<file path="config.mk">
export PLATFORM = sky130hd
export DESIGN_NAME = irq_ctrl
export DESIGN_NICKNAME = d
export VERILOG_FILES = /design/src/rtl/irq_ctrl_pkg.sv /design/src/rtl/irq_prio_enc.sv /design/src/rtl/irq_ctrl.sv
export SDC_FILE = /design/constraint.sdc
export NUM_CORES = 1
export LEC_CHECK = 0
export BUFFER_PORTS_ARGS = -buffer_cell sky130_fd_sc_hd__buf_2
export CAP_MARGIN = 0
export CORE_MARGIN = 2
export CORE_UTILIZATION = 42
export CTS_CLUSTER_DIAMETER = 60
export DETAILED_ROUTE_END_ITERATION = 16
export PLACE_DENSITY = 0.82
export SLEW_MARGIN = 15
export SYNTH_ARGS = -nofsm -noshare
export SYNTH_HDL_FRONTEND = slang
export SYNTH_SLANG_ARGS = --single-unit
</file>
<file path="constraint.sdc">
create_clock -name clk -period 2.19 [get_ports clk]
set_input_delay 0.219 -clock clk [delete_from_list [all_inputs] [get_ports clk]]
set_output_delay 0.219 -clock clk [all_outputs]
set_load 0.05 [all_outputs]
</file>
<file path="src/rtl/irq_ctrl_pkg.sv">
// Shared definitions for the interrupt controller: register map and FSM state encodings.
package irq_ctrl_pkg;

    localparam logic [4:0] IRQ_ENABLE  = 5'b11000;
    localparam logic [4:0] IRQ_PENDING = 5'b11001;
    localparam logic [4:0] IRQ_STATUS  = 5'b11010;

    typedef enum logic [1:0] {
        S_IDLE   = 2'b00,
        S_REQ    = 2'b01,
        S_ACTIVE = 2'b10
    } irq_state_e;

endpackage

</file>
<file path="src/rtl/irq_prio_enc.sv">
// Fixed-priority encoder: reports the lowest set request index and whether any is set.
module irq_prio_enc #(
    parameter int N = 4
) (
    input  logic [N-1:0] req,
    output logic [2:0]   idx,
    output logic         vld
);

    // Scan from the top down so the lowest set index is the last one written.
    always_comb begin
        idx = 3'd0;
        vld = |req;
        for (int i = N - 1; i >= 0; i--) begin
            idx = req[i] ? 3'(i) : idx;
        end
    end

endmodule

</file>
<file path="src/rtl/irq_ctrl.sv">
// Memory-mapped interrupt controller: edge-detected pending sources, enable mask,
// fixed priority and a request/acknowledge/complete handshake toward the CPU.
module irq_ctrl
    import irq_ctrl_pkg::*;
#(
    parameter int               N_SRC    = 4,
    parameter logic [N_SRC-1:0] VEC_MASK = {N_SRC{1'b0}}
) (
    input  logic             clk,
    input  logic             rst,
    input  logic [N_SRC-1:0] src,
    input  logic             we,
    input  logic [4:0]       addr,
    input  logic [31:0]      wdata,
    output logic [31:0]      rdata,
    input  logic             int_ack,
    input  logic             int_done,
    output logic             exl,
    output logic             iv,
    output logic [2:0]       irq_id
);

    localparam logic [7:0] VEC_PAD = 8'(VEC_MASK);

    logic [N_SRC-1:0] src_q_r;
    logic [N_SRC-1:0] pend_r;
    logic [N_SRC-1:0] enable_r;
    irq_state_e       state_r;
    logic             exl_r;
    logic             iv_r;
    logic [2:0]       irq_id_r;

    logic [N_SRC-1:0] set_s;
    logic [N_SRC-1:0] w1c_s;
    logic [N_SRC-1:0] done_clr_s;
    logic [N_SRC-1:0] pend_nxt_s;
    logic             done_fire_s;
    logic [2:0]       prio_idx_s;
    logic             prio_vld_s;
    logic             unused_ok_s;

    assign unused_ok_s = ^wdata;

    irq_prio_enc #(.N(N_SRC)) u_prio (
        .req (pend_r & enable_r),
        .idx (prio_idx_s),
        .vld (prio_vld_s)
    );

    // Pending next-state: W1C and completion clear, new rising edges always win.
    always_comb begin
        set_s       = src & ~src_q_r;
        done_fire_s = (state_r == S_ACTIVE) && int_done;
        w1c_s       = (we && (addr == IRQ_PENDING)) ? wdata[N_SRC-1:0] : {N_SRC{1'b0}};
        for (int i = 0; i < N_SRC; i++) begin
            done_clr_s[i] = done_fire_s && (irq_id_r == 3'(i));
        end
        pend_nxt_s = (pend_r & ~w1c_s & ~done_clr_s) | set_s;
    end

    // Source history, pending latch and enable register.
    always_ff @(posedge clk or posedge rst) begin
        if (rst) begin
            src_q_r  <= {N_SRC{1'b0}};
            pend_r   <= {N_SRC{1'b0}};
            enable_r <= {N_SRC{1'b0}};
        end else begin
            src_q_r <= src;
            pend_r  <= pend_nxt_s;
            if (we && (addr == IRQ_ENABLE)) begin
                enable_r <= wdata[N_SRC-1:0];
            end
        end
    end

    // Handshake FSM; the served id and vector are frozen from IDLE->REQ until back in IDLE.
    always_ff @(posedge clk or posedge rst) begin
        if (rst) begin
            state_r  <= S_IDLE;
            exl_r    <= 1'b0;
            iv_r     <= 1'b0;
            irq_id_r <= 3'd0;
        end else begin
            case (state_r)
                S_IDLE: begin
                    if (prio_vld_s) begin
                        irq_id_r <= prio_idx_s;
                        iv_r     <= VEC_PAD[prio_idx_s];
                        exl_r    <= 1'b1;
                        state_r  <= S_REQ;
                    end
                end
                S_REQ: begin
                    if (int_ack) begin
                        exl_r   <= 1'b0;
                        state_r <= S_ACTIVE;
                    end
                end
                S_ACTIVE: begin
                    if (int_done) begin
                        state_r <= S_IDLE;
                    end
                end
                default: begin
                    exl_r   <= 1'b0;
                    state_r <= S_IDLE;
                end
            endcase
        end
    end

    // Combinational register read mux.
    always_comb begin
        case (addr)
            IRQ_ENABLE:  rdata = {{(32 - N_SRC){1'b0}}, enable_r};
            IRQ_PENDING: rdata = {{(32 - N_SRC){1'b0}}, pend_r};
            IRQ_STATUS:  rdata = {27'd0, state_r, irq_id_r};
            default:     rdata = 32'd0;
        endcase
    end

    assign exl    = exl_r;
    assign iv     = iv_r;
    assign irq_id = irq_id_r;

endmodule

</file>
==> summary.md, run 1 <==
| Metric | Value |
|---|---|
| Final slew viol count | 0 |
| Synthesis-stage register bit count | 17 |
| Number of detailed-routing iterations run before antenna repair | 4 |
| Predominant post-synthesis flop cell | sky130_fd_sc_hd__dfrtp_1 |
| Area inside the core boundary | 2450 µm² |
| Worst Reg-to-Reg Cells | 3 |
| Area of the mapped netlist | 1080 µm² |
| Count of buffers added by post-CTS timing repair for setup | 0 |
| Area Growth Syn to Fin | 6.02% |
| Fraction of synthesized cell area taken by the top area cell type | 0.394 |
| Reg-to-reg setup timing slack | 0.80 ns |
| Max-cap violations | 0 |
| Wire length of the first global-routing pass | 3060 µm |
| Overflow left after global routing | 0 |
| Capture point of the critical path | rdata[3] |
| Number of setup violations in the final report | 0 |
| Cts-stage hold buffer count | 0 |
| Sequential area share after synthesis | 0.394 |
| Number of buffers added by the clock tree synthesis step | 3 |
| Most frequent cells in the layout | 29 x sky130_fd_sc_hd__conb_1, 25 x sky130_fd_sc_hd__buf_2, 17 x sky130_fd_sc_hd__dfrtp_1, 7 x sky130_fd_sc_hd__nand2_1, 6 x sky130_fd_sc_hd__inv_1 |
| Sum of net half-perimeters after detailed placement | 1590 µm |
| Skew final | 0.00417 ns |
| RSZ-0062 raised after global routing | no |
| Worst hold margin | -0.00216 ns |
| Total routed wirelength | 1940 µm |
| Final #Nets | 180 |
| Launching element of the worst setup path | addr[0] |
| Number of cells in the finished layout apart from fillers | 163 |
| PwrDens | 1010 nW/µm² |
| Leakage power | 0.598 nW |
| Ratio of cells with drive above 1 in the final layout | 0.263 |
| Launching element type of the critical path | input pin |
| Transition time of the tightest slew-check pin | 0.631 ns |
| Number of nets with antenna violations after routing | 0 |
| Number of remaining DRC errors | 0 |
| Die X-Extent | 54.7 µm |
| H-tree levels | 1 |
| Worst Path Max Fanout | 6 |
| Mean routed wirelength per cell | 11.9 µm |
| Placed Cells incl. Taps | 159 |
| Crit Path Category | input pin to output pin |
| Proportion of synthesized flip-flops having asynchronous set or reset | 1.00 |
| Vias in the first global route | 707 |
| Clock Tree Buf Depth | 2 |
| Number of DRC markers in iteration 0 | 17 |
| Number of antenna violations at the first check in global routing | 0 |
| Post-Syn Area per Cell | 10.2 µm² |
| Most common library cell in the layout ignoring fill and taps | sky130_fd_sc_hd__conb_1 |
| Hold violation total from the final report | 8 |
| Sort of element at the end of the critical path | output pin |
| Number of synthesized flops with an enable pin | 0 |
| Crit path arrival time | 1.35 ns |
| Leading post-synthesis cells by cell area | sky130_fd_sc_hd__dfrtp_1 39%, sky130_fd_sc_hd__buf_4 20%, sky130_fd_sc_hd__mux2_4 5.6% |
| I/O Buffers | 25 |
| Cell count after synthesis | 106 |
| Clock tree from TritonCTS | done |
| Clock Sink Count | 17 |
| Area leader, netlist | sky130_fd_sc_hd__dfrtp_1 |
| Aggregate negative setup slack | 0 ns |
| Largest voltage drop on the vdd net | 571 µV |
| Number of distinct library cell variants in the gate-level netlist after synthesis | 29 |
| Req. time, crit path | 1.97 ns |
| Root buffer cell | sky130_fd_sc_hd__clkbuf_4 |
| Cts repair resizes | 0 |
| Global-route usage over all layers | 0.143 |
| FP Rows | 18 |
| Share of the cycle needed by the critical path after routing | 0.717 |
| Max Clock Freq | 637 MHz |
| Clk slew on worst S/H paths | 0.10 ns |
| Yosys warning count | 0 |
| DR vias | 796 |
| Largest net degree at the start of global routing | 18 |
| Top Ports | 83 |
| RR Startpoint | state_r[0] |
| Kind of path behind the tightest hold check | input pin to async pin |
| Worst rel slew slack | 0.579 |
| Run status | complete, but fails checks |
| Capture point of the worst reg-to-reg path | pend_r[2] |
| Post-layout total power | 1.16 mW |
| Failing checks | hold timing |
| Via-to-Cell Ratio | 4.88 |
| Final Critical Period | 1.57 ns |
| Total Die Area | 3000 µm² |
| Ant diodes | 0 |
| Initial Util | 0.440 |
| Final RePlAce weighted congestion | 0.792 |
| Height of the chip | 54.7 µm |
| Fill cell instance count of the final layout | 260 |
| Clock latency reported for the late side of the worst-skew pair | 0.28 ns |
where the power goes:
group / internal [mW] / leakage [nW] / switching (mW)
registers: 0.395 / 0.194 / 0.0960
logic: 0.160 / 0.389 / 0.347
clock network: 0.0707 / 0.0150 / 0.0926
total: 0.625 / 0.598 / 0.536
worst min path at each step:
stage                     slack (ns)  depth (start not counted)           to
final                         -0.002                          2   src_q_r[3]
after detailed placement        0.33                          2   src_q_r[1]
after CTS                       0.02                          2   src_q_r[1]
after global placement          0.32                          2   src_q_r[1]
after global routing            0.04                          1   src_q_r[1]
after floorplan                 0.15                          1  enable_r[0]
synthesized netlist by cell type (3+ instances only):
library cell                instances
sky130_fd_sc_hd__buf_4             29
sky130_fd_sc_hd__dfrtp_1           17
sky130_fd_sc_hd__nand2_1            7
sky130_fd_sc_hd__inv_1              6
sky130_fd_sc_hd__mux2_4             4
sky130_fd_sc_hd__o2bb2ai_1          4
sky130_fd_sc_hd__mux2i_1            3
sky130_fd_sc_hd__nor2_1             3
sky130_fd_sc_hd__o21ai_0            3
sky130_fd_sc_hd__o22ai_1            3
cell families after synthesis:
logic type | Yosys count | share of synthesized area
and+or+nand+nor | 24 | 0.145
other | 1 | 0.00347
buffers and inverters | 36 | 0.233
muxes | 7 | 0.0833
AOI/OAI and AO/OA | 21 | 0.142
DFF | 17 | 0.394
routing by layer:
layer / wire [µm] / part of all wire / global-route usage / vias to the layer above
li1: - / - / - / 372
met1: 825 / 0.43 / 0.191 / 376
met2: 914 / 0.47 / 0.228 / 46
met3: 192 / 0.099 / 0.0355 / 2
met4: 7 / 0.0036 / 0.0375 / 0
met5: 0 / 0 / 0 / -
registers in the layout, indices dropped and copies added, names as in the netlist:
name and flops:
enable_r 4, pend_r 4, src_q_r 4, irq_id 2, state_r 2, exl 1
area by class of cell:
type | count | area [µm²] | area share
multi-input cells | 81 | 509 | 0.444
flip-flops and latches | 17 | 425 | 0.371
repair buffers | 25 | 125 | 0.109
well taps | 30 | 37.5 | 0.0328
clock buffers | 4 | 26.3 | 0.0229
inverters | 6 | 22.5 | 0.0197
worst max-delay path, stage by stage:
cell and delay (ns):
sky130_fd_sc_hd__buf_2 0.13, sky130_fd_sc_hd__and2b_1 0.25, sky130_fd_sc_hd__nand3b_1 0.23, sky130_fd_sc_hd__o2bb2ai_1 0.24, sky130_fd_sc_hd__buf_2 0.29
stage by stage:
stage / utilization / hold slack [ns] / setup WS, ns / instance area, µm²
6_report: 0.467 / -0.00216 / 0.619 / 1150
5_1_grt: 0.467 / 0.0398 / 0.545 / 1150
4_1_cts: 0.467 / 0.0162 / 0.625 / 1150
3_5_place_dp: 0.456 / 0.328 / 0.613 / 1120
3_3_place_gp: 0.456 / 0.318 / 0.670 / 1120
2_1_floorplan: - / 0.145 / 0.381 / 1190
(Power assumes the default switching activity.)
==> inputs of run 2 (changes only) <==
ABC_AREA = 1   (was default)
CORE_UTILIZATION = 36   (was 42)
PLACE_DENSITY = 0.74   (was 0.82)
clock period = 1.4 ns   (was 2.19 ns; I/O delays follow)
==> summary.md, run 2 <==
| Metric | Value |
|---|---|
| Sequential area share after synthesis | 0.379 (was 0.394) |
| Biggest regs | enable_r (4), pend_r (4), src_q_r (4) (unchanged) |
| Leading post-synthesis cells by cell area | sky130_fd_sc_hd__dfrtp_1 38%, sky130_fd_sc_hd__buf_4 19%, sky130_fd_sc_hd__nand2_1 14% (was sky130_fd_sc_hd__dfrtp_1 39%, sky130_fd_sc_hd__buf_4 20%, sky130_fd_sc_hd__mux2_4 5.6%) |
| Largest delay contributor family on the critical path | flip-flops (was simple AND/OR/NAND/NOR gates) |
| Synth Area in Simple Gates | 0.311 (was 0.145) |
| Root buffer cell | sky130_fd_sc_hd__clkbuf_4 (unchanged) |
| Placement-stage cell area | 1200 µm² (was 1120 µm²) |
| Worst Path Max Fanout | 4 (was 6) |
| Number of buffers added by the clock tree synthesis step | 3 (unchanged) |
| Power share of the sequential group | 0.406 (was 0.423) |
| Synthesized-area fraction occupied by ao, oa, aoi and oai cells | 0.0290 (was 0.142) |
| Most instantiated cells after synthesis | 43 x sky130_fd_sc_hd__nand2_1, 29 x sky130_fd_sc_hd__buf_4, 22 x sky130_fd_sc_hd__inv_1 (was 29 x sky130_fd_sc_hd__buf_4, 17 x sky130_fd_sc_hd__dfrtp_1, 7 x sky130_fd_sc_hd__nand2_1) |
| Die X-Extent | 59.8 µm (was 54.7 µm) |
| Area share of fa/ha/maj cells after synthesis | 0 (unchanged) |
| DR vias | 936 (was 796) |
| Final #Nets | 237 (was 180) |
| Req. time, crit path | 1.26 ns (was 1.97 ns) |
| Ratio of cells with drive above 1 in the final layout | 0.200 (was 0.263) |
| Area of the mapped netlist | 1120 µm² (was 1080 µm²) |
| Cell with the most instances after synthesis | sky130_fd_sc_hd__nand2_1 (was sky130_fd_sc_hd__buf_4) |
| Ant diodes | 0 (unchanged) |
| Overflow left after global routing | 0 (unchanged) |
| Largest family of logic cells by synthesized area | simple AND/OR/NAND/NOR gates (was buffers and inverters) |
| Number of cells in the finished layout apart from fillers | 223 (was 163) |
| Number of detailed-routing iterations run before antenna repair | 4 (unchanged) |
| Area Growth Syn to Fin | 13.9% (was 6.02%) |
| Max Clock Freq | 757 MHz |
| Critical Path, Cell by Cell | inv_1 -> nor3_2 -> clkbuf_4 (was buf_2 -> and2b_1 -> nand3b_1 -> o2bb2ai_1 -> buf_2) |
| Number of setup violations in the final report | 0 (unchanged) |
| Global-route usage over all layers | 0.130 (was 0.143) |
| Number of remaining DRC errors | 0 (unchanged) |
| Mean routed wirelength per cell | 9.26 µm (was 11.9 µm) |
| RR Startpoint | state_r[0] (unchanged) |
| Launching element of the worst setup path | state_r[1] (was addr[0]) |
| Initial Util | 0.374 (was 0.440) |
| Predominant post-synthesis flop cell | sky130_fd_sc_hd__dfrtp_1 (unchanged) |
| Clk slew on worst S/H paths | 0.09 ns (was 0.10 ns) |
| Proportion of synthesized flip-flops having asynchronous set or reset | 1.00 (unchanged) |
| Largest incremental delay on the critical path | 0.40 ns (was 0.29 ns) |
| Fraction of synthesized cell area taken by the top area cell type | 0.379 (was 0.394) |
| Leakage power | 0.764 nW (was 0.598 nW) |
| Total Die Area | 3580 µm² (was 3000 µm²) |
| Switch share | 0.484 (was 0.462) |
| Clock latency reported for the late side of the worst-skew pair | 0.29 ns (was 0.28 ns) |
| Sum of net half-perimeters after detailed placement | 1650 µm (was 1590 µm) |
| Total routed wirelength | 2070 µm (was 1940 µm) |
| Via-to-Cell Ratio | 4.20 (was 4.88) |
| Count of buffers added by post-CTS timing repair for setup | 0 (unchanged) |
| Yosys warning count | 0 (unchanged) |
| Skew final | 0.00467 ns (was 0.00417 ns) |
| Area inside the core boundary | 3000 µm² (was 2450 µm²) |
| Hold violation total from the final report | 0 (was 8) |
| Capture point of the worst reg-to-reg path | pend_r[1] (was pend_r[2]) |
| Synthesis-stage register bit count | 17 (unchanged) |
| Cell count after synthesis | 154 (was 106) |
| Xor/xnor cell area share of the yosys netlist | 0 (unchanged) |
| Share of the cycle needed by the critical path after routing | 0.944 |
| Most common library cell in the layout ignoring fill and taps | sky130_fd_sc_hd__nand2_1 (was sky130_fd_sc_hd__conb_1) |
| Launching element type of the critical path | flop (was input pin) |
| Number of antenna violations at the first check in global routing | 0 (unchanged) |
| Internal cell power | 917 µW (was 625 µW) |
| Crit path arrival time | 1.18 ns (was 1.35 ns) |
| Most frequent cells in the layout | 43 x sky130_fd_sc_hd__nand2_1, 29 x sky130_fd_sc_hd__conb_1, 24 x sky130_fd_sc_hd__buf_2, 22 x sky130_fd_sc_hd__inv_1, 17 x sky130_fd_sc_hd__dfrtp_1 (was 29 x sky130_fd_sc_hd__conb_1, 25 x sky130_fd_sc_hd__buf_2, 17 x sky130_fd_sc_hd__dfrtp_1, 7 x sky130_fd_sc_hd__nand2_1, 6 x sky130_fd_sc_hd__inv_1) |
| PwrDens | 1390 nW/µm² (was 1010 nW/µm²) |
| Largest voltage drop on the vdd net | 479 µV (was 571 µV) |
| Number of distinct library cell variants in the gate-level netlist after synthesis | 17 (was 29) |
| Clock Tree Buf Depth | 2 (unchanged) |
| Worst Reg-to-Reg Cells | 6 (was 3) |
| Clock tree from TritonCTS | done (unchanged) |
| Core Util, Final | 0.426 (was 0.467) |
| RSZ-0062 raised after global routing | no (unchanged) |
| Mux share of post-synthesis cell area | 0 (was 0.0833) |
| Max-cap violations | 0 (unchanged) |
| Number of synthesized flops with an enable pin | 0 (unchanged) |
| Crit Path Category | flop to output pin (was input pin to output pin) |
| H-tree levels | 1 (unchanged) |
| Cell type of the slowest stage on the worst timing path | sky130_fd_sc_hd__dfrtp_1 (was sky130_fd_sc_hd__buf_2) |
| FP Rows | 20 (was 18) |
| Power share of the clock group | 0.148 (was 0.141) |
| Final Critical Period | 1.32 ns |
| Area leader, netlist | sky130_fd_sc_hd__dfrtp_1 (unchanged) |
| Height of the chip | 59.8 µm (was 54.7 µm) |
| Number of nets with antenna violations after routing | 0 (unchanged) |
| Capture point of the critical path | rdata[4] (was rdata[3]) |
| Vias in the first global route | 830 (was 707) |
| Reg-to-reg setup timing slack | 0.34 ns (was 0.80 ns) |
| Placed Cells incl. Taps | 214 (was 159) |
| I/O Buffers | 25 (unchanged) |
| Final standard cell area without fillers | 1280 µm² (was 1150 µm²) |
| Aggregate negative setup slack | 0 ns (unchanged) |
| Sort of element at the end of the critical path | output pin (unchanged) |
| Final RePlAce weighted congestion | 0.874 (was 0.792) |
| Total net switching power | 858 µW (was 536 µW) |
| Logic gate share of total power | 0.446 (was 0.437) |
| Wire length of the first global-routing pass | 3460 µm (was 3060 µm) |
| Clock Sink Count | 17 (unchanged) |
| Final slew viol count | 0 (unchanged) |
| Number of DRC markers in iteration 0 | 13 (was 17) |
| Run status | finished, final reports clean (was complete, but fails checks) |
| Crit path buf inv count | 2 (unchanged) |
| CP Depth | 3 (was 5) |
| Kind of path behind the tightest hold check | input pin to flop (was input pin to async pin) |
| Post-Syn Area per Cell | 7.29 µm² (was 10.2 µm²) |
| Top Ports | 83 (unchanged) |
| Largest net degree at the start of global routing | 18 (unchanged) |
-- run 2: power groups by stage --
| stage | Clock [mW] | Combinational (mW) | Sequential (mW) |
|---|---|---|---|
| floorplan | 0 | 0.565 | 0.849 |
| global placement | 0 | 0.777 | 0.728 |
| detailed placement | 0 | 0.788 | 0.733 |
| CTS | 0.273 | 0.804 | 0.722 |
| global route | 0.289 | 0.899 | 0.745 |
| finish | 0.262 | 0.792 | 0.721 |
-- run 2: cells by family (layout without fill, tap and decap cells) --
kind of cell           after synthesis  count (layout)
AO/OA/AOI/OAI                        6               6
flip-flops                          17              17
other                                1              29
AND/OR/NAND/NOR                     78              78
buffers and inverters               52              60
-- run 2: worst min path at each step --
stage	startpoint	cells after the start	endpoint	slack, ns
floorplan	rst	1	enable_r[0]	0.07
global placement	rst	3	src_q_r[0]	0.16
detailed placement	rst	3	src_q_r[0]	0.16
CTS	int_done	2	state_r[1]	0.06
global route	int_done	2	state_r[1]	0.05
finish	int_done	2	state_r[1]	0.06
-- run 2: routing by layer --
metal  vias to the layer above  track usage  routed length (µm)  share of wire
met2                        34        0.213                 978           0.47
met3                         5       0.0238                 132          0.064
met5                         -            0                   0              0
met4                         0       0.0571                  37          0.018
li1                        488            -                   -              -
met1                       409        0.166                 917           0.44
-- run 2: what timing repair did --
| item | 4_1_cts | 5_1_grt |
|---|---|---|
| hold buffers | 5 | 0 |
| hold endpoints to repair | 21 | 0 |
| setup endpoints to repair | 0 | 1 |
| gates resized for setup | 0 | 1 |
-- run 2: final cells by class --
class                      instances  area, µm²
fill                             317       1720
clock buffer                       4       26.3
tap                               33       41.3
multi-input combinational        113        495
sequential                        17        425
inverter                          22       82.6
timing repair buffer              34        208
-- run 2: per-stage QoR --
step / hold WS (ns) / worst slack [ns] / power [mW]
final: 0.0558 / 0.0785 / 1.77
after global routing: 0.0515 / 0.00958 / 1.93
after CTS: 0.0577 / 0.0395 / 1.80
after detailed placement: 0.158 / 0.178 / 1.52
after global placement: 0.161 / 0.196 / 1.51
after floorplan: 0.0661 / 0.112 / 1.41
==> inputs of run 3 (changes only) <==
MAX_ROUTING_LAYER = met4   (was default)
==> summary.md, run 3 (synthesized netlist as in run 2, its figures left out) <==
| Metric | Value |
|---|---|
| Run status | finished, final reports clean (unchanged) |
| Crit path arrival time | 1.18 ns (about the same) |
| Sum of net half-perimeters after detailed placement | 1650 µm (unchanged) |
| Largest voltage drop on the vdd net | 479 µV (about the same) |
| Ant diodes | 0 (unchanged) |
| Overflow left after global routing | 0 (unchanged) |
| Sequential cell area | 425 µm² (unchanged) |
| Number of antenna violations at the first check in global routing | 0 (unchanged) |
| Worst Reg-to-Reg Cells | 6 (unchanged) |
| Height of the chip | 59.8 µm (unchanged) |
| Final slew viol count | 0 (unchanged) |
| Aggregate negative setup slack | 0 ns (unchanged) |
| Pre-CTS setup slack | 0.178 ns (unchanged) |
| Kind of path behind the tightest hold check | input pin to flop (unchanged) |
| Number of remaining DRC errors | 0 (unchanged) |
| FP Rows | 20 (unchanged) |
| Ratio of cells with drive above 1 in the final layout | 0.200 (unchanged) |
| Final RePlAce weighted congestion | 0.889 (was 0.874) |
| Placed Cells incl. Taps | 214 (unchanged) |
| Sort of element at the end of the critical path | output pin (unchanged) |
| Top Ports | 83 (unchanged) |
| Clock latency reported for the late side of the worst-skew pair | 0.29 ns (about the same) |
| Clock Sink Count | 17 (unchanged) |
| Skew final | 0.00463 ns (was 0.00467 ns) |
| Clock Tree Buf Depth | 2 (unchanged) |
| Vias in the first global route | 834 (was 830) |
| Share of the cycle needed by the critical path after routing | 0.943 (was 0.944) |
| Root buffer cell | sky130_fd_sc_hd__clkbuf_4 (unchanged) |
| Most frequent cells in the layout | 43 x sky130_fd_sc_hd__nand2_1, 29 x sky130_fd_sc_hd__conb_1, 24 x sky130_fd_sc_hd__buf_2, 22 x sky130_fd_sc_hd__inv_1, 17 x sky130_fd_sc_hd__dfrtp_1 (unchanged) |
| I/O Buffers | 25 (unchanged) |
| Die X-Extent | 59.8 µm (unchanged) |
| Cell count of the worst hold path | 2 (unchanged) |
| Fill cell instance count of the final layout | 317 (unchanged) |
| Initial Util | 0.374 (unchanged) |
| Critical Path, Cell by Cell | inv_1 -> nor3_2 -> clkbuf_4 (unchanged) |
| Multi-input combinational cell area | 495 µm² (unchanged) |
| Count of buffers added by post-CTS timing repair for setup | 0 (unchanged) |
| H-tree levels | 1 (unchanged) |
| Clk slew on worst S/H paths | 0.09 ns (about the same) |
| Crit Path Category | flop to output pin (unchanged) |
| Leakage power | 0.764 nW (unchanged) |
| Number of buffers added by the clock tree synthesis step | 3 (unchanged) |
| Clock tree from TritonCTS | done (unchanged) |
| Number of detailed-routing iterations run before antenna repair | 4 (unchanged) |
| Biggest regs | enable_r (4), pend_r (4), src_q_r (4) (unchanged) |
| Req. time, crit path | 1.26 ns (about the same) |
| Worst Path Max Fanout | 4 (unchanged) |
| Cell type of the slowest stage on the worst timing path | sky130_fd_sc_hd__dfrtp_1 (unchanged) |
| Mean routed wirelength per cell | 9.23 µm (was 9.26 µm) |
| Most common library cell in the layout ignoring fill and taps | sky130_fd_sc_hd__nand2_1 (unchanged) |
| Largest incremental delay on the critical path | 0.40 ns (about the same) |
| Area Growth Syn to Fin | 13.9% (unchanged) |
| Number of DRC markers in iteration 0 | 13 (unchanged) |
| Number of setup violations in the final report | 0 (unchanged) |
| Final #Nets | 237 (unchanged) |
| Launching element type of the critical path | flop (unchanged) |
| Area inside the core boundary | 3000 µm² (unchanged) |
| Wire length of the first global-routing pass | 3450 µm (was 3460 µm) |
| DR vias | 939 (was 936) |
| Number of cells in the finished layout apart from fillers | 223 (unchanged) |
| Total routed wirelength | 2060 µm (was 2070 µm) |
| Global-route usage over all layers | 0.133 (was 0.130) |
| Max Clock Freq | 757 MHz (about the same) |
| Largest net degree at the start of global routing | 18 (unchanged) |
| Number of nets with antenna violations after routing | 0 (unchanged) |
| Total Die Area | 3580 µm² (unchanged) |
| PwrDens | 1390 nW/µm² (about the same) |
| Core Util, Final | 0.426 (unchanged) |
| Via-to-Cell Ratio | 4.21 (was 4.20) |
| RSZ-0062 raised after global routing | no (unchanged) |
| Worst Slack Setup Final | 0.0792 ns (was 0.0785 ns) |
| Final Critical Period | 1.32 ns (about the same) |
| Hold violation total from the final report | 0 (unchanged) |
| Max-cap violations | 0 (unchanged) |
==> run 3: timing repair <==
action	4_1_cts	5_1_grt
hold endpoints to repair	21	0
hold buffers	5	0
resized for setup	0	1
setup endpoints to repair	0	1
==> run 3: where the power goes <==
group,total (mW),internal [mW],switching (mW)
Clock,0.261,0.111,0.150
Combinational,0.792,0.194,0.598
Sequential,0.721,0.611,0.110
==> run 3: worst max-delay path, delay by kind of cell (launching register included) <==
family | cells | cell delay [ns]
flip-flops | 1 | 0.40
buffers and inverters | 2 | 0.33
AND/OR/NAND/NOR | 1 | 0.16
==> run 3: final timing paths <==
kind                                 start          end  slack, ns
worst max register to register  state_r[0]    pend_r[1]       0.34
min in group asynchronous              rst  enable_r[3]       0.39
worst min-delay path              int_done   state_r[1]       0.06
max in group asynchronous              rst   src_q_r[1]       0.82
worst max-delay path            state_r[1]     rdata[4]       0.08
worst min register to register  src_q_r[1]    pend_r[1]       0.47
==> run 3: cell type report <==
class / count / share of cell area
repair buffers: 34 / 0.162
flip-flops and latches: 17 / 0.333
inverters: 22 / 0.0646
well taps: 33 / 0.0323
multi-input cells: 113 / 0.387
clock buffers: 4 / 0.0205
==> run 3: metrics by stage <==
stage / area [µm²] / total power [mW] / hold slack [ns]
after floorplan: 1230 / 1.41 / 0.0661
after global placement: 1200 / 1.51 / 0.161
after detailed placement: 1200 / 1.52 / 0.158
after CTS: 1280 / 1.80 / 0.0577
after global routing: 1280 / 1.93 / 0.0515
final: 1280 / 1.77 / 0.0565
==> run 3: routing by layer <==
metal | global-route usage | vias up | wire, µm
li1 | - | 488 | -
met1 | 0.166 | 412 | 920
met2 | 0.214 | 34 | 981
met3 | 0.0195 | 5 | 119
met4 | 0.0571 | 0 | 37
met5 | - | - | 0
